File: config.mk
export PLATFORM = sky130hd
export DESIGN_NAME = vgroup_wb_collector
export DESIGN_NICKNAME = d
export VERILOG_FILES = /design/src/rtl/vgroup_wb_collector_pkg.sv /design/src/rtl/vgroup_busy_mask.sv /design/src/rtl/vgroup_wb_collector.sv
export SDC_FILE = /design/constraint.sdc
export NUM_CORES = 1
export LEC_CHECK = 0
export BUFFER_PORTS_ARGS = -buffer_cell sky130_fd_sc_hd__buf_2
export CAP_MARGIN = 20
export CORE_MARGIN = 3
export CORE_UTILIZATION = 55
export CTS_CLUSTER_SIZE = 20
export DETAILED_ROUTE_END_ITERATION = 12
export PLACE_DENSITY = 0.93
export SLEW_MARGIN = 15
export SYNTH_ARGS = -nofsm -noshare
export SYNTH_HDL_FRONTEND = slang
export SYNTH_HIERARCHICAL = 1
export SYNTH_SLANG_ARGS = --single-unit
export TNS_END_PERCENT = 5
File: constraint.sdc
create_clock -name clock -period 6.7 [get_ports clock]
set_input_delay 1.34 -clock clock [delete_from_list [all_inputs] [get_ports clock]]
set_output_delay 1.34 -clock clock [all_outputs]
set_load 0.01 [all_outputs]
File: src/rtl/vgroup_wb_collector_pkg.sv
// Shared vector-unit definitions: LMUL encodings, LMUL decode and the
// writeback collector FSM state type.
package vgroup_wb_collector_pkg;

    localparam logic [2:0] LMUL_1 = 3'b000;
    localparam logic [2:0] LMUL_2 = 3'b001;
    localparam logic [2:0] LMUL_4 = 3'b010;
    localparam logic [2:0] LMUL_8 = 3'b011;

    typedef enum logic [1:0] {
        ST_IDLE    = 2'd0,
        ST_COLLECT = 2'd1,
        ST_DONE    = 2'd2
    } state_t;

    // Group size in registers; reserved encodings (1xx) collapse to one register.
    function automatic logic [3:0] lmul_decode(input logic [2:0] code);
        case (code)
            LMUL_1:  return 4'd1;
            LMUL_2:  return 4'd2;
            LMUL_4:  return 4'd4;
            LMUL_8:  return 4'd8;
            default: return 4'd1;
        endcase
    endfunction

    function automatic logic lmul_invalid(input logic [2:0] code);
        return code[2];
    endfunction

endpackage

File: src/rtl/vgroup_busy_mask.sv
// Per-register pending mask for one register group; member indices wrap
// modulo NREG (NREG must equal 2**AW).
module vgroup_busy_mask #(
    parameter int NREG = 32,
    parameter int AW   = 5
) (
    input  logic            clock,
    input  logic            reset,
    input  logic            i_set,
    input  logic [AW-1:0]   i_base,
    input  logic [3:0]      i_n,
    input  logic            i_clr,
    input  logic [AW-1:0]   i_clr_idx,
    input  logic            i_clr_all,
    output logic [NREG-1:0] o_mask
);

    logic [NREG-1:0] r_mask;
    logic [NREG-1:0] w_set_mask;

    // AW-bit addition gives the mod-NREG wrap for groups crossing the top register.
    always_comb begin
        w_set_mask = '0;
        for (int k = 0; k < 8; k++) begin
            if (k < int'(i_n)) begin
                w_set_mask[i_base + AW'(k)] = 1'b1;
            end
        end
    end

    always_ff @(posedge clock) begin
        if (reset || i_clr_all) begin
            r_mask <= '0;
        end else if (i_set) begin
            r_mask <= w_set_mask;
        end else if (i_clr) begin
            r_mask[i_clr_idx] <= 1'b0;
        end
    end

    assign o_mask = r_mask;

endmodule

File: src/rtl/vgroup_wb_collector.sv
// Sequences the per-member result beats of an LMUL register group into the
// vector register file and tracks which group members are still unwritten.
module vgroup_wb_collector
    import vgroup_wb_collector_pkg::*;
#(
    parameter int VLEN = 128,
    parameter int NREG = 32,
    parameter int AW   = 5
) (
    input  logic            clock,
    input  logic            reset,
    input  logic            grp_start,
    input  logic [AW-1:0]   grp_base,
    input  logic [2:0]      grp_lmul,
    output logic            grp_ready,
    input  logic            res_valid,
    input  logic [2:0]      res_idx,
    input  logic [VLEN-1:0] res_data,
    output logic            res_ready,
    input  logic            flush,
    output logic            vrf_we,
    output logic [AW-1:0]   vrf_waddr,
    output logic [VLEN-1:0] vrf_wdata,
    output logic [NREG-1:0] busy_mask,
    output logic            grp_done,
    output logic            seq_err,
    output logic            lmul_err,
    output logic [1:0]      dbg_state
);

    // Handshakes: a group is taken when grp_start & grp_ready, a beat when
    // res_valid & res_ready; flush overrides both in the same cycle.

    state_t          r_state;
    state_t          w_next_state;
    logic [2:0]      r_cnt;
    logic [AW-1:0]   r_base;
    logic [3:0]      r_n;
    logic            r_we;
    logic [AW-1:0]   r_waddr;
    logic [VLEN-1:0] r_wdata;
    logic            r_done;
    logic            r_seq_err;
    logic            r_lmul_err;

    logic            w_grp_ready;
    logic            w_res_ready;
    logic            w_take_grp;
    logic            w_beat_hit;
    logic            w_beat_miss;
    logic            w_last;
    logic [AW-1:0]   w_cur_addr;

    assign w_cur_addr = r_base + AW'(r_cnt);

    always_comb begin
        w_next_state = r_state;
        w_grp_ready  = 1'b0;
        w_res_ready  = 1'b0;
        w_take_grp   = 1'b0;
        w_beat_hit   = 1'b0;
        w_beat_miss  = 1'b0;
        w_last       = 1'b0;
        case (r_state)
            ST_IDLE, ST_DONE: begin
                w_grp_ready = 1'b1;
                if (grp_start) begin
                    w_take_grp   = 1'b1;
                    w_next_state = ST_COLLECT;
                end else begin
                    w_next_state = ST_IDLE;
                end
            end
            ST_COLLECT: begin
                w_res_ready = 1'b1;
                if (res_valid) begin
                    if (res_idx == r_cnt) begin
                        w_beat_hit = 1'b1;
                        if (r_cnt == 3'(r_n - 4'd1)) begin
                            w_last       = 1'b1;
                            w_next_state = ST_DONE;
                        end
                    end else begin
                        w_beat_miss = 1'b1;
                    end
                end
            end
            default: w_next_state = ST_IDLE;
        endcase
        if (flush) begin
            w_next_state = ST_IDLE;
            w_take_grp   = 1'b0;
            w_beat_hit   = 1'b0;
            w_beat_miss  = 1'b0;
            w_last       = 1'b0;
        end
    end

    always_ff @(posedge clock) begin
        if (reset) begin
            r_state    <= ST_IDLE;
            r_cnt      <= '0;
            r_base     <= '0;
            r_n        <= 4'd1;
            r_we       <= 1'b0;
            r_waddr    <= '0;
            r_wdata    <= '0;
            r_done     <= 1'b0;
            r_seq_err  <= 1'b0;
            r_lmul_err <= 1'b0;
        end else begin
            r_state    <= w_next_state;
            r_we       <= w_beat_hit;
            r_done     <= w_beat_hit && w_last;
            r_seq_err  <= w_beat_miss;
            r_lmul_err <= w_take_grp && lmul_invalid(grp_lmul);
            if (w_take_grp) begin
                r_base <= grp_base;
                r_n    <= lmul_decode(grp_lmul);
                r_cnt  <= '0;
            end
            if (w_beat_hit) begin
                r_waddr <= w_cur_addr;
                r_wdata <= res_data;
                r_cnt   <= r_cnt + 3'd1;
            end
            if (flush) begin
                r_cnt <= '0;
            end
        end
    end

    vgroup_busy_mask #(
        .NREG(NREG),
        .AW  (AW)
    ) u_busy (
        .clock    (clock),
        .reset    (reset),
        .i_set    (w_take_grp),
        .i_base   (grp_base),
        .i_n      (lmul_decode(grp_lmul)),
        .i_clr    (w_beat_hit),
        .i_clr_idx(w_cur_addr),
        .i_clr_all(flush || (w_beat_hit && w_last)),
        .o_mask   (busy_mask)
    );

    assign grp_ready = w_grp_ready;
    assign res_ready = w_res_ready;
    assign vrf_we    = r_we;
    assign vrf_waddr = r_waddr;
    assign vrf_wdata = r_wdata;
    assign grp_done  = r_done;
    assign seq_err   = r_seq_err;
    assign lmul_err  = r_lmul_err;
    assign dbg_state = r_state;

endmodule

Word-level counts from Yosys, hierarchy flattened
Index checks and enable logic that the tools add are counted.

Bitwise gates (word level): 11. Reduce and logical (&&, ||, !) cells: 19. Order comparisons: 26. Muxes and demuxes: 51. Add/sub/neg operators: 10. Equality and inequality tests: 10.

Operators with widths (number): 32-bit 2-to-1 mux (10); 32-bit bitwise OR (7); 5-bit by 6-bit less-than comparator with 1-bit output, second input constant (9); 1-bit demux with 5-bit select (9); 5-bit by 1-bit greater-or-equal comparator with 1-bit output, second input constant (9); 32-bit bitwise AND (1); 32-bit inverter (1); 1-bit 2-to-1 mux (25); 5-bit by 3-bit adder with 5-bit output, second input constant (4); 3-bit by 4-bit less-than comparator with 1-bit output, first input constant (4); 4-bit case mux with 3 select lines (1); 1-bit logical AND (11); 5-bit by 2-bit adder with 5-bit output, second input constant (2); 1-bit by 4-bit less-than comparator with 1-bit output, first input constant (2); 2-bit by 4-bit less-than comparator with 1-bit output, first input constant (2); 3-bit by 2-bit == test with 1-bit output, second input constant (2); 3-bit == test (2); 2-bit 2-to-1 mux (3); 3-bit 2-to-1 mux (2); 2-bit inequality test, second input constant (3); 5-bit by 1-bit adder with 5-bit output, second input constant (1); 5-bit by 3-bit adder with 5-bit output (1); 2-bit case mux with 2 select lines (1); 2-bit OR reduction (2); other kinds (11) (13).

Input bits: 144. Logic and storage cells: 138. Output and inout bits: 173. Register bits after elaboration: 182.

Longest topological paths before layout
Depth in word-level cells: 20. Gate-level depth with buffers: 12. Gate-level depth less buffers: 11.

Cells and area by module
Netlist, hierarchy kept.

By module, submodules not included: vgroup_wb_collector (sequential area each 3002.9 um^2, instances 1, cells each 678, area an instance 5429.0 um^2); vgroup_busy_mask (sequential area each 640.6 um^2, instances 1, cells each 555, area an instance 3823.7 um^2).

Worst setup path after synthesis
Ideal clock, no wire load.

Kind: input-to-reg. Start point: input grp_base[1]. End point: register u_busy.r_mask[15], in the netlist u_busy/o_mask[15]. Data arrival time: 3724 ps. Slack: 2907 ps. Stages on the path: 11. Setup time: 70 ps. Data required time: 6630 ps. Cells stage by stage: buf_4 buf_2 buf_2 clkinv_1 ha_1 a21boi_1 xnor2_1 nand2b_1 o31a_1 mux4_2 a21oi_1.

Word-level cells in the longest chain between the ends: 20. Elaborated cells between the ends (all ways): 63.

RTL lines: start, declared (RTL line vgroup_wb_collector.sv:13) `input logic [AW-1:0] grp_base,`; 5-bit by 1-bit adder with 5-bit output, or another cell as far along (RTL line vgroup_busy_mask.sv:26) `w_set_mask[i_base + AW'(k)] = 1'b1;`; 5-bit by 6-bit less-than comparator with 1-bit output (implied by the code), or another cell as far along (RTL line vgroup_busy_mask.sv:26); 1-bit logical AND (implied by the code) or 1-bit 2-to-1 mux (tied branches) (RTL line vgroup_busy_mask.sv:26); 1-bit 2-to-1 mux (implied by the code) or 1-bit demux with 5-bit select (tied branches); 1-bit demux with 5-bit select or 32-bit 2-to-1 mux (tied branches); 32-bit bitwise OR (no line); 32-bit 2-to-1 mux (RTL line vgroup_busy_mask.sv:25) `if (k < int'(i_n)) begin`; 32-bit bitwise OR (no line); [4 not listed]; 32-bit 2-to-1 mux (RTL line vgroup_busy_mask.sv:25); 32-bit bitwise OR (no line); 32-bit 2-to-1 mux (RTL line vgroup_busy_mask.sv:25); 32-bit bitwise OR (no line); 32-bit 2-to-1 mux (RTL line vgroup_busy_mask.sv:25); 32-bit bitwise OR (no line); 32-bit 2-to-1 mux (*) (RTL line vgroup_busy_mask.sv:25); 32-bit 2-to-1 mux (*) (RTL line vgroup_busy_mask.sv:34) `end else if (i_set) begin`; end signal, assigned (RTL line vgroup_busy_mask.sv:35) `r_mask <= w_set_mask;`; end, declared (RTL line vgroup_busy_mask.sv:18) `logic [NREG-1:0] r_mask;`.

Mark *: on every way between the ends. The rest lies on a longest branch, timed or not. A chain may end at the register's enable or synchronous reset.

Final worst setup path
Start point: input grp_base[1]. End point: register u_busy.r_mask[2], in the netlist u_busy/o_mask[2].

Same word-level chain as after synthesis.

==> out/qor.yml <==
global_route:
  grt_antenna_before_repair: 4
  grtUsageTotal_pct: 39.58
  grt_pass1_vias: 9759
  grt_pass1_wl_mm: 55.80
  grt_overflow: 0
  grt_max_degree: 92
place:
  io_buffers: 316
  gp_congestion: 1.031
  post-dp-hpwl_mm: 27.76
sta:
  post-route-period-util_pct: 61.41
  fmax_mhz: 243.1
  rsz0062_at_grt: "no"
  fin_tns_setup_ns: 0
  finalSetupViolCount: 0
  final_hold_viol_count: 0
  max_slew_margin_pct: 29.70
  period_needed_ns: 4.114
  worst_pin_slew_ns: 1.047
  slew_violations: 0
  final.setup_skew_ns: 0.01937
cts:
  cts_made_buffers: 17
  clk_latency_ns: 0.45
  cts_resized: 0
  cts.sinks: 182
  ctsHoldBuffers: 0
  tritoncts: "yes"
  clkTransAtPathRegs_ns: 0.08
  ctsLongestPathBuffers: 2
  cts_setup_buffers: 0
  cts_max_level: 4
  cts_root_buf: "clkbuf_16"
setup_path:
  cp-end-kind: "flip-flop"
  max_stage_delay_ns: 0.52
  arrival_ns: 4.48
  start_kind: "input pin"
  worst-path-max-fanout: 30
  crit_family: "compound AO/OA/AOI/OAI gates"
  crit_slowest_cell: "clkinv_1"
  path_cells: "buf_2, clkinv_1, ha_1, a21oi_1, xor2_1, o21ai_1, o31ai_1, nand2_1, a311oi_1"
  worstPathBufferInverterCount: 2
  worstSetupPathType: "in2reg"
  cp.required_ns: 7.07
yosys:
  synth-seq-cells: 182
  syn_inst: 1233
  ys_async_sr_fraction_pct: 0
  syn_area_per_cell_um2: 7.504
  synthesis.nets: 1390
  synth_warnings: 6
  synth-edff-count: 0
  synth_flop_cell: "dfxtp_1"
  yosys.cell_types.count: 73
  syn_area_mm2: 0.009253
  seq_area_frac_synth_pct: 39.38
floorplan:
  core-area_mm2: 0.01617
  io_pins: 317
  row_count: 46
  die_width_um: 135.7
  start_util_pct: 57.21
  die_h_um: 135.7
  dieArea_mm2: 0.01842
power:
  p_leak_uw: 0.004564
  powerDensity_mw_per_mm2: 212.3
  vdd_drop_max_uv: 193.0
layout:
  fin_util_pct: 70.21
  syn2layout_area_growth_pct: 22.72
  drive_above_1_share_pct: 25.32
  nets: 1645
drt:
  vias_per_cell: 6.265
  drt-pass1-iter-count: 6
  wl_mm: 38.26
  num_vias: 10760
  wl_per_cell_um: 22.27
  postRouteAntennaNets: 0
  drt_iter0_drc: 1212
  drc: 0
run:
  maxCapViolations: 0
status:
  status: "completed"
worst_hold_path:
  hp-class: "reg2reg"
layer usage:
metal	routed length [um]	GRT usage [%]
met1	14530	50.61
met2	16730	59.90
met3	4725	12.52
met4	2225	20.72
met5	46	0
path summary, 6_finish.rpt:
kind	from	to	slack, ns	depth (start not counted)
worst max-delay path	grp_base[1]	u_busy/o_mask[2]$_SDFFE_PP0P_	2.59	9
worst min-delay path	vrf_wdata[67]$_SDFFE_PP0P_	vrf_wdata[67]$_SDFFE_PP0P_	0.45	2
worst max register to register	r_cnt[0]$_SDFFE_PP0P_	u_busy/o_mask[7]$_SDFFE_PP0P_	3.43	11
worst min register to register	vrf_wdata[67]$_SDFFE_PP0P_	vrf_wdata[67]$_SDFFE_PP0P_	0.45	2
cell type report:
type / count / area (um2)
antenna: 1 / 2.502
clock buffer: 18 / 439.2
clock inverter: 14 / 150.1
fill: 1288 / 4818
inverter: 17 / 66.31
multi-input combinational: 943 / 5119
sequential: 182 / 3643
tap: 216 / 270.3
timing repair buffer: 327 / 1664
worst min-delay path: cells and delay by family, from the launching register on:
| family | cells | cell delay [ns] |
|---|---|---|
| flops | 1 | 0.31 |
| compound gates | 1 | 0.05 |
| simple gates | 1 | 0.05 |
synth_stat cells, types with 5 or more instances:
library cell	count	share of area (%)
a22oi_1	14	1.1
dfxtp_1	182	39
o22ai_1	21	1.4
clkbuf_1	48	1.9
nand3_1	23	1.2
a21oi_1	177	9.6
a31oi_1	10	0.68
a311oi_1	7	0.66
buf_2	24	1.3
nor2_1	51	2.1
xor2_1	10	0.95
a211oi_1	27	2.2
o31ai_1	6	0.49
xnor2_1	18	1.7
nand3b_1	9	0.73
nor3_1	22	1.2
nand2b_1	13	0.88
nand2_1	346	14
o221ai_1	15	1.4
and3_1	5	0.34
ha_1	12	1.6
o21ai_0	35	1.9
nor3b_1	6	0.49
o21a_1	25	2.0
inv_1	12	0.49
and2_1	6	0.41
buf_4	14	1.1
nor2b_1	7	0.47
report_power, final:
| part | internal (uW) | switching (uW) | total, uW | leakage, uW |
|---|---|---|---|---|
| Combinational | 101 | 209 | 311 | 0.00281 |
| Sequential | 1090 | 7.39 | 1100 | 0.00147 |
| Clock | 510 | 491 | 1000 | 0.000284 |
flip-flops by register name (all words and copies together), names as in the netlist:
signal	count
dbg_state	2
grp_done	1
lmul_err	1
r_base	5
r_cnt	3
r_n	3
seq_err	1
u_busy/o_mask	32
vrf_waddr	5
vrf_wdata	128
vrf_we	1
cells in the final DEF, fill, tap and decap left out, drive strengths merged, types with 5 or more instances in the layout:
cell | Yosys | layout
nand3 | 23 | 23
buf | 43 | 326
o221ai | 16 | 16
inv | 14 | 22
nor2b | 7 | 7
dfxtp | 182 | 182
a31oi | 10 | 10
nor3b | 6 | 6
o22ai | 21 | 21
a311oi | 7 | 7
a22oi | 14 | 14
o31ai | 6 | 6
nand2b | 13 | 13
nand3b | 9 | 9
clkinv | 3 | 7
xnor2 | 19 | 19
and3 | 5 | 5
nand2 | 346 | 346
a21oi | 177 | 177
ha | 12 | 12
o21a | 25 | 25
o21ai | 38 | 38
and2 | 6 | 6
a211oi | 28 | 28
nor3 | 22 | 22
clkbuf | 48 | 19
nor2 | 52 | 52
xor2 | 10 | 10
through the flow:
stage               setup WS, ns  total power [uW]  cells  area [um2]  hold slack [ns]
global placement           2.287              1422   1683       10750           0.4381
CTS                        2.704              2401   1716       11350           0.4538
finish                     2.586              2411   1718       11350           0.4530
detailed placement         2.247              1421   1684       10760           0.4434
global route               2.382              2475   1717       11350           0.4661
floorplan                  2.907              1302   1233        9253           0.4363
cells by family after synthesis:
group,Yosys count,synth area share [%]
simple gates,515,24.03
compound gates,380,25.50
flops,182,39.38
buf+inv,108,5.355
xor+xnor,29,2.948
fa+ha+maj,13,1.839
mux,6,0.9465
Note: power is estimated with default switching activity, not from simulation.
